===== config.mk =====
export PLATFORM = sky130hd
export DESIGN_NAME = vga_pixel_fetch
export DESIGN_NICKNAME = d
export VERILOG_FILES = /design/src/rtl/vga_pkg.sv /design/src/rtl/vga_timing_counter.sv /design/src/rtl/vga_pixel_fetch.sv
export SDC_FILE = /design/constraint.sdc
export NUM_CORES = 1
export LEC_CHECK = 0
export CORE_MARGIN = 4
export CORE_UTILIZATION = 30
export DETAILED_ROUTE_END_ITERATION = 6
export SYNTH_ARGS = -nofsm -noshare
export SYNTH_HDL_FRONTEND = slang
export SYNTH_HIERARCHICAL = 1
export SYNTH_SLANG_ARGS = --single-unit
export TNS_END_PERCENT = 50

===== constraint.sdc =====
create_clock -name clk -period 2.1 [get_ports clk]
set_clock_uncertainty 0.05 [all_clocks]
set_input_delay 0.315 -clock clk [delete_from_list [all_inputs] [get_ports clk]]
set_output_delay 0.315 -clock clk [all_outputs]
set_load 0.02 [all_outputs]

===== src/rtl/vga_pkg.sv =====
// Shared VGA raster constants: 640x480 @ 800x525 timing, RGB 4:4:4 pixel
// width, frame buffer size and the eight test-bar colours.
package vga_pkg;

  localparam int H_ACTIVE = 640;
  localparam int H_FP     = 16;
  localparam int H_SYNC   = 96;
  localparam int H_BP     = 48;
  localparam int H_TOTAL  = H_ACTIVE + H_FP + H_SYNC + H_BP;

  localparam int V_ACTIVE = 480;
  localparam int V_FP     = 10;
  localparam int V_SYNC   = 2;
  localparam int V_BP     = 33;
  localparam int V_TOTAL  = V_ACTIVE + V_FP + V_SYNC + V_BP;

  localparam int PIX_W    = 12;
  localparam int FB_WORDS = H_ACTIVE * V_ACTIVE;

  // Bar 0 is the leftmost: white, yellow, cyan, green, magenta, red, blue, black.
  localparam logic [7:0][PIX_W-1:0] BAR_COLOURS = {
    12'h000, 12'h00F, 12'hF00, 12'hF0F,
    12'h0F0, 12'h0FF, 12'hFF0, 12'hFFF
  };

endpackage


===== src/rtl/vga_timing_counter.sv =====
// Horizontal/vertical raster position counter with a configurable reset
// position. Used for both the fetch and the display positions.
module vga_timing_counter
  import vga_pkg::*;
#(
  parameter int H_TOT = H_TOTAL,
  parameter int V_TOT = V_TOTAL,
  parameter int H_RST = 0,
  parameter int V_RST = 0,
  parameter int HW    = $clog2(H_TOT),
  parameter int VW    = $clog2(V_TOT)
) (
  input  logic          clk,
  input  logic          rst,
  output logic [HW-1:0] h,
  output logic [VW-1:0] v
);

  localparam logic [HW-1:0] H_LAST = HW'(H_TOT - 1);
  localparam logic [VW-1:0] V_LAST = VW'(V_TOT - 1);

  // Advance one pixel per clock, wrapping h at line end and v at frame end.
  always_ff @(posedge clk) begin
    if (rst) begin
      h <= HW'(H_RST);
      v <= VW'(V_RST);
    end else if (h == H_LAST) begin
      h <= '0;
      v <= (v == V_LAST) ? '0 : v + 1'b1;
    end else begin
      h <= h + 1'b1;
    end
  end

endmodule


===== src/rtl/vga_pixel_fetch.sv =====
// Frame-buffer reader for the VGA controller. A fetch position runs
// RD_LAT+1 clocks ahead of the display position so that read data lands in
// pixel_data exactly when the display reaches that pixel. Banks swap only at
// the last fetch position of a frame, so a displayed frame never mixes banks.
// Optional build macro: VGA_PIXEL_FETCH_TESTPAT_EN shows colour bars until
// the first frame has been committed.
module vga_pixel_fetch #(
  parameter int RD_LAT = 2,
  parameter int ADDR_W = $clog2(vga_pkg::FB_WORDS),
  parameter int PIX_W  = vga_pkg::PIX_W,
  parameter int H_ACT  = vga_pkg::H_ACTIVE,
  parameter int H_TOT  = vga_pkg::H_TOTAL,
  parameter int V_ACT  = vga_pkg::V_ACTIVE,
  parameter int V_TOT  = vga_pkg::V_TOTAL
) (
  input  logic              clk,
  input  logic              rst,
  output logic              mem_rd_en,
  output logic [ADDR_W-1:0] mem_addr,
  output logic              mem_bank,
  input  logic [PIX_W-1:0]  mem_rdata,
  input  logic              frame_ready,
  output logic              frame_ack,
  output logic [PIX_W-1:0]  pixel_data,
  output logic              frame_start,
  output logic              have_frame
);

  localparam int LEAD = RD_LAT + 1;
  localparam int HW   = $clog2(H_TOT);
  localparam int VW   = $clog2(V_TOT);

  localparam logic [HW-1:0] H_ACT_L = HW'(H_ACT);
  localparam logic [VW-1:0] V_ACT_L = VW'(V_ACT);
  localparam logic [HW-1:0] H_LAST  = HW'(H_TOT - 1);
  localparam logic [VW-1:0] V_LAST  = VW'(V_TOT - 1);

  logic [HW-1:0] fh;
  logic [VW-1:0] fv;
  logic [HW-1:0] dh;
  logic [VW-1:0] dv;

  logic fetch_vis;
  logic fetch_act;
  logic fetch_last;

  logic [RD_LAT-1:0] vld_p;
  logic [PIX_W-1:0]  pix_nxt;

  vga_timing_counter #(
    .H_TOT (H_TOT),
    .V_TOT (V_TOT),
    .H_RST (0),
    .V_RST (0),
    .HW    (HW),
    .VW    (VW)
  ) u_fetch_cnt (
    .clk (clk),
    .rst (rst),
    .h   (fh),
    .v   (fv)
  );

  // Display position starts LEAD clocks behind fetch (0,0).
  vga_timing_counter #(
    .H_TOT (H_TOT),
    .V_TOT (V_TOT),
    .H_RST (H_TOT - LEAD),
    .V_RST (V_TOT - 1),
    .HW    (HW),
    .VW    (VW)
  ) u_disp_cnt (
    .clk (clk),
    .rst (rst),
    .h   (dh),
    .v   (dv)
  );

  assign fetch_vis   = (fh < H_ACT_L) && (fv < V_ACT_L);
  assign fetch_act   = fetch_vis && have_frame;
  assign fetch_last  = (fh == H_LAST) && (fv == V_LAST);
  assign mem_rd_en   = fetch_act;
  assign frame_start = (dh == '0) && (dv == '0);

  // Linear address: advances on every issued read, back to zero for the next frame.
  always_ff @(posedge clk) begin
    if (rst) begin
      mem_addr <= '0;
    end else if (fetch_last) begin
      mem_addr <= '0;
    end else if (fetch_act) begin
      mem_addr <= mem_addr + 1'b1;
    end
  end

  // Bank swap handshake, decided once per frame at the last fetch position.
  always_ff @(posedge clk) begin
    if (rst) begin
      mem_bank   <= 1'b0;
      have_frame <= 1'b0;
      frame_ack  <= 1'b0;
    end else begin
      frame_ack <= 1'b0;
      if (fetch_last && frame_ready) begin
        mem_bank   <= ~mem_bank;
        have_frame <= 1'b1;
        frame_ack  <= 1'b1;
      end
    end
  end

  // ---- read-latency pipeline: vld_p[RD_LAT-1] marks mem_rdata as a real read
  always_ff @(posedge clk) begin
    if (rst) begin
      vld_p <= '0;
    end else begin
      vld_p[0] <= fetch_act;
      for (int i = 1; i < RD_LAT; i++) begin
        vld_p[i] <= vld_p[i-1];
      end
    end
  end

`ifdef VGA_PIXEL_FETCH_TESTPAT_EN
  localparam int BAR_W = H_ACT / 8;

  logic [RD_LAT-1:0] bar_vld_p;
  logic [2:0]        bar_idx_p [RD_LAT];
  logic [2:0]        bar_sel;

  assign bar_sel = 3'(fh / HW'(BAR_W));

  // Bar flag travels with the read pipeline so bars line up with the display.
  always_ff @(posedge clk) begin
    if (rst) begin
      bar_vld_p <= '0;
    end else begin
      bar_vld_p[0] <= fetch_vis && !have_frame;
      for (int i = 1; i < RD_LAT; i++) begin
        bar_vld_p[i] <= bar_vld_p[i-1];
      end
    end
  end

  // Bar index rides alongside its flag; only meaningful when the flag is set.
  always_ff @(posedge clk) begin
    bar_idx_p[0] <= bar_sel;
    for (int i = 1; i < RD_LAT; i++) begin
      bar_idx_p[i] <= bar_idx_p[i-1];
    end
  end

  // Memory data wins; otherwise a bar colour or blank.
  always_comb begin
    pix_nxt = '0;
    if (vld_p[RD_LAT-1]) begin
      pix_nxt = mem_rdata;
    end else if (bar_vld_p[RD_LAT-1]) begin
      pix_nxt = PIX_W'(vga_pkg::BAR_COLOURS[bar_idx_p[RD_LAT-1]]);
    end
  end
`else
  // Memory data when a read is landing, blank otherwise.
  always_comb begin
    pix_nxt = '0;
    if (vld_p[RD_LAT-1]) begin
      pix_nxt = mem_rdata;
    end
  end
`endif

  // ---- output stage: pixel_data aligned to the display position
  always_ff @(posedge clk) begin
    if (rst) begin
      pixel_data <= '0;
    end else begin
      pixel_data <= pix_nxt;
    end
  end

endmodule


==> flow_summary.yaml, run 1 <==
setup_path:
  startpoint: "u_fetch_cnt/h[0]$_SDFF_PP0_"
  start_kind: "flop"
  crit_chain: "ha_1 -> nand4_1 -> or4_4 -> or3_1 -> a21oi_1"
  worst_setup_path_end_kind: "flop"
  crit_family: "simple AND/OR/NAND/NOR gates"
  critical_path_depth: 5
  crit_end: "u_fetch_cnt/v[9]$_SDFFE_PP0N_"
  reg2reg_from: "u_fetch_cnt/h[0]$_SDFF_PP0_"
  worst-path-max-fanout: 7
  critical-path-max-stage-delay_ns: 0.64
  r2r_cells: 5
  worstPathRequired_ns: 2.31
  path_buf_inv: 0
  rrSetupSlack_ns: 0.09
  r2r_end: "u_fetch_cnt/v[9]$_SDFFE_PP0N_"
  slowest_stage: "or4_4"
  cp.arrival_ns: 2.23
  critPathKind: "reg -> reg"
synth:
  syn_nets: 398
  yosysTopAreaCellShare: 0.447
  synth-main-ff-cell: "dfxtp_1"
  yosysTopAreaCell: "dfxtp_1"
  synth_top_cells_by_count: "dfxtp_1, nor2_1, xnor2_1, nand2_1, nand3_1"
  ys_types: 51
  yosys_register_bits: 76
  synthTopCellsByArea: "dfxtp_1, xnor2_1, nor2_1"
  syn-cell-area_mm2: 0.00341
  syn_avg_cell_area_um2: 9.06
  ys_seq_area_frac: 0.447
  yosysMostFrequentCell: "dfxtp_1"
  synth_warnings: 6
  postSynthCellCount: 376
  synth_edf_count: 0
  synth-async-reset-ratio: 0
route:
  dr_total_vias: 2906
  wl_mm: 7.64
  dr.pass1.iters: 4
  initialDrtViolationCount: 112
  avgViaCountPerCell: 4.91
  wire_per_inst_um: 12.9
  ant_nets: 0
  drc: 0
die:
  pin_count: 51
  dieWidth_um: 115
  dieArea_mm2: 0.0131
  core_area_mm2: 0.0110
  rows: 38
  start_util: 0.310
  die_y_um: 115
clock_tree:
  root_buffer: "clkbuf_16"
  cts_tree: "done"
  post_cts_buffers: 0
  cts_buffers: 9
  path_clk_slew_ns: 0.06
  clock_path_buffers: 2
  cts_sinks: 76
  clk-insertion-delay-late_ns: 0.34
  htree_num_levels: 3
layout:
  drive_gt1_frac: 0.113
  final_nets: 469
  design_area_mm2: 0.00450
  fin_cells: 592
  synthToLayoutAreaGrowth_pct: 32.1
  antenna_cells: 0
timing:
  tns_ns: 0
  hold_viol: 0
  slew_headroom: 0.560
  final_max_slew_viol_count: 0
  tightestPinTransition_ns: 0.658
  max_freq_ghz: 0.497
  finalCritPeriodShare: 0.958
  period_minus_slack_ns: 2.01
  setup_viol: 0
  rsz0062_at_grt: "false"
placement:
  place_congestion: 0.833
  dpl.hpwl_mm: 5.51
  io_buffers: 50
  placedInstanceArea_mm2: 0.00415
  dp.cells: 576
min_path:
  min_path_type: "reg -> reg"
  hp-start: "vld_p[0]$_SDFF_PP0_"
global_routing:
  grt_use_total: 0.120
  grt_pass1_wl_mm: 12.8
  gr-total-overflow: 0
  grt_max_degree: 20
  grt_pass1_vias: 2727
  antenna_found_initial: 0
run_status:
  status: "finished, final reports clean"
flow_run:
  drv_cap: 0
power:
  ir_drop_mv: 0.536
  p_leak_nw: 1.54
  p_per_area_mw_per_mm2: 852
==> power breakdown <==
group          internal, mW  switching [mW]
Sequential             1.53           0.122
Clock                  1.11           0.607
Combinational         0.220           0.244
Total                  2.86           0.973
==> how the worst min path moves through the flow <==
stage / to / slack, ns / depth (start not counted)
after detailed placement: vld_p[1]$_SDFF_PP0_ / 0.38 / 1
after global routing: vld_p[1]$_SDFF_PP0_ / 0.41 / 1
after floorplan: have_frame$_SDFFE_PP0P_ / 0.33 / 1
after CTS: vld_p[1]$_SDFF_PP0_ / 0.40 / 1
final: vld_p[1]$_SDFF_PP0_ / 0.40 / 1
after global placement: vld_p[1]$_SDFF_PP0_ / 0.37 / 1
==> layout make-up <==
type,count,area (um2)
clock buffer,11,253
clock inverter,5,82.6
fill,1103,6480
inverter,15,56.3
multi-input combinational,277,1780
sequential,76,1520
tap,140,175
timing repair buffer,68,633
==> registers in the layout (all words and copies together) (netlist names) <==
name	cells
u_disp_cnt/h	10
pixel_data	12
vld_p	2
u_fetch_cnt/v	10
u_fetch_cnt/h	10
mem_addr	19
have_frame	1
frame_ack	1
mem_bank	1
u_disp_cnt/v	10
==> kinds of logic after synthesis <==
kind of cell	Yosys count	share of synthesized area
adders and majority gates	7	0.0257
buffers and inverters	23	0.0356
muxes	1	0.00294
xor gates and xnor gates	39	0.100
and+or+nand+nor	191	0.319
DFF	76	0.447
AOI/OAI and AO/OA	39	0.0701
==> metrics by stage <==
stage	util	total power [mW]	hold WS, ns	worst slack [ns]
after floorplan	-	1.99	0.334	0.0443
after global placement	0.378	2.13	0.374	0.108
after detailed placement	0.378	2.14	0.385	0.0458
after CTS	0.409	3.88	0.399	0.0330
after global routing	0.410	4.01	0.409	0.00220
final	0.410	3.83	0.402	0.0877
==> placed cells by master, fill, tap and decap left out, types with 2 or more instances in the layout <==
cell type	count
or3_1	11
nor2_1	42
xor2_1	11
inv_1	15
clkbuf_8	2
dlygate4sd2_1	2
o21bai_1	5
xnor2_1	28
nand3_1	24
dfxtp_1	76
nor3_1	15
clkdlybuf4s50_1	48
buf_4	18
or4_4	2
nand4b_1	3
o21ai_0	9
nand2b_1	2
clkbuf_16	9
nand2_1	24
a21o_1	2
bufinv_16	2
nor2b_1	3
ha_1	7
nor4_1	17
and2_1	12
nor4_2	3
nand4_1	15
o21a_1	3
a21oi_1	13
and4_1	3
nor3_2	2
==> per-layer routing <==
layer  up-vias  routed length (um)  GRT usage
met1      1354                3560      0.149
met4         0                  98     0.0428
li1       1474                   -          -
met3        10                 436     0.0354
met5         -                   0          0
met2        68                3550      0.196
==> timing repair <==
action,4_1_cts,5_1_grt
hold buffers,0,0
pin swaps,0,1
setup endpoints to repair,2,3
resized for setup,4,1
Power figures use the tool's default switching activity.
==> run 2, diff against run 1 <==
HOLD_SLACK_MARGIN = 0.03   (was default)
==> results of run 2 <==
Final layout, timing and power as in run 1 (identical DEF).
==> run 3, diff against run 2 <==
GPL_ROUTABILITY_DRIVEN = 0   (was default)
MAX_ROUTING_LAYER = met4   (was default)
==> run 3 against run 2 <==
  * Clock power about the same
  * Combinational power about the same
  * Critical path depth unchanged
  * Worst setup slack worse by 0.0053 ns
  * Utilization unchanged
  * Sequential share of layout area unchanged
  * Die area unchanged
  * Clock-buffer cell count unchanged
  * Critical path type unchanged
  * Largest power group unchanged
==> flow_summary.yaml, run 3 (synthesis gave the netlist of run 1 again) <==
die:
  start_util: 0.310
  dieArea_mm2: 0.0131
  core_area_mm2: 0.0110
  pin_count: 51
  die_y_um: 115
  dieWidth_um: 115
  rows: 38
power:
  p_per_area_mw_per_mm2: 852
  ir_drop_mv: 0.536
  p_leak_nw: 1.54
layout:
  fin_cells: 592
  final_nets: 469
  drive_gt1_frac: 0.113
  largest-register: "mem_addr"
  design_area_mm2: 0.00450
  synthToLayoutAreaGrowth_pct: 32.1
  reg_top3: "mem_addr: 19 flops, pixel_data: 12 flops"
  antenna_cells: 0
  layout_commonest_cell: "dfxtp_1"
  largest_reg_flops: 19
  final_cell_mix: "dfxtp_1, clkdlybuf4s50_1, nor2_1"
setup_path:
  worst-path-max-fanout: 7
  start_kind: "flop"
  worstPathRequired_ns: 2.31
  reg2reg_from: "u_fetch_cnt/h[0]$_SDFF_PP0_"
  crit_chain: "ha_1 -> nand4_1 -> or4_4 -> or3_1 -> a21oi_1"
  critical_path_depth: 5
  r2r_cells: 5
  critPathKind: "reg -> reg"
  r2r_end: "u_fetch_cnt/v[9]$_SDFFE_PP0N_"
  rrSetupSlack_ns: 0.08
  cp.arrival_ns: 2.23
  critical-path-max-stage-delay_ns: 0.64
  worst_setup_path_end_kind: "flop"
  path_buf_inv: 0
  crit_family: "simple AND/OR/NAND/NOR gates"
  slowest_stage: "or4_4"
clock_tree:
  clock_path_buffers: 2
  htree_num_levels: 3
  root_buffer: "clkbuf_16"
  cts_tree: "done"
  cts_sinks: 76
  cts_buffers: 9
  path_clk_slew_ns: 0.06
  clk-insertion-delay-late_ns: 0.33
  cts_hold_buf: 0
placement:
  post-place-ws_ns: 0.0458
  dp.cells: 576
  io_buffers: 50
  placedInstanceArea_mm2: 0.00415
  dpl.hpwl_mm: 5.51
route:
  avgViaCountPerCell: 4.90
  dr_total_vias: 2901
  ant_nets: 0
  wl_mm: 7.65
  initialDrtViolationCount: 117
  drc: 0
  wire_per_inst_um: 12.9
  dr.pass1.iters: 4
global_routing:
  antenna_found_initial: 0
  grt_use_total: 0.123
  gr-total-overflow: 0
  grt_pass1_wl_mm: 12.7
  grt_max_degree: 20
  grt_pass1_vias: 2732
timing:
  setup_viol: 0
  rsz0062_at_grt: "false"
  setup_ws_ns: 0.0824
  hold_viol: 0
  tns_ns: 0
  finalCritPeriodShare: 0.961
  final_max_slew_viol_count: 0
  max_freq_ghz: 0.496
  tightestPinTransition_ns: 0.659
  period_minus_slack_ns: 2.02
  slew_headroom: 0.560
flow_run:
  drv_cap: 0
min_path:
  holdPathStages: 1
  holdPathEnd: "vld_p[1]$_SDFF_PP0_"
  min_path_type: "reg -> reg"
  hp-start: "vld_p[0]$_SDFF_PP0_"
run_status:
  status: "finished, final reports clean"
[run 3: cell counts in the layout (fill, tap and decap cells not counted)]
Identical to the previous run, type by type.
[run 3: worst max path at each step]
stage,start,end
CTS,u_fetch_cnt/h[0]$_SDFF_PP0_,u_fetch_cnt/v[9]$_SDFFE_PP0N_
finish,u_fetch_cnt/h[0]$_SDFF_PP0_,u_fetch_cnt/v[9]$_SDFFE_PP0N_
global placement,u_fetch_cnt/h[5]$_SDFF_PP0_,u_fetch_cnt/v[9]$_SDFFE_PP0N_
floorplan,u_fetch_cnt/h[0]$_SDFF_PP0_,u_fetch_cnt/v[6]$_SDFFE_PP0N_
global route,u_disp_cnt/v[0]$_SDFFE_PP0N_,frame_start
detailed placement,u_fetch_cnt/h[0]$_SDFF_PP0_,u_fetch_cnt/v[9]$_SDFFE_PP0N_
[run 3: worst reg2reg max path: cells and delay by family (launching register included)]
kind	cells	cell delay (ns)
adder cells (fa/ha/maj)	1	0.17
AND/OR/NAND/NOR	3	1.23
AO/OA/AOI/OAI	1	0.15
flip-flops	1	0.34
[run 3: per-stage QoR]
| stage | hold WS [ns] | total power, mW | utilization |
|---|---|---|---|
| 2_1_floorplan | 0.334 | 1.99 | - |
| 3_3_place_gp | 0.374 | 2.13 | 0.378 |
| 3_5_place_dp | 0.385 | 2.14 | 0.378 |
| 6_report | 0.404 | 3.83 | 0.410 |
| 5_1_grt | 0.409 | 4.01 | 0.410 |
| 4_1_cts | 0.399 | 3.88 | 0.409 |
[run 3: power breakdown]
| group | internal, mW | total, mW | switching [mW] |
|---|---|---|---|
| logic | 0.220 | 0.464 | 0.245 |
| registers | 1.53 | 1.65 | 0.123 |
| clock network | 1.11 | 1.71 | 0.604 |
| total | 2.86 | 3.83 | 0.972 |
[run 3: layout make-up]
type | instances | area [um2]
Inverter | 15 | 56.3
Sequential cell | 76 | 1520
Clock inverter | 5 | 82.6
Fill cell | 1103 | 6480
Timing Repair Buffer | 68 | 633
Multi-Input combinational cell | 277 | 1780
Tap cell | 140 | 175
Clock buffer | 11 | 253
[run 3: what timing repair did]
item	in CTS	in global routing
setup buffers	0	0
resized for setup	4	1
gates cloned	0	0
endpoints found under the setup margin	2	3
pin swaps	0	1
[run 3: routing by layer]
metal	part of all wire	wire length, um	GRT usage	up-vias
li1	-	-	-	1477
met1	0.47	3580	0.149	1359
met2	0.47	3590	0.197	59
met3	0.055	424	0.0354	6
met4	0.0077	59	0.0428	0
met5	0	0	-	-
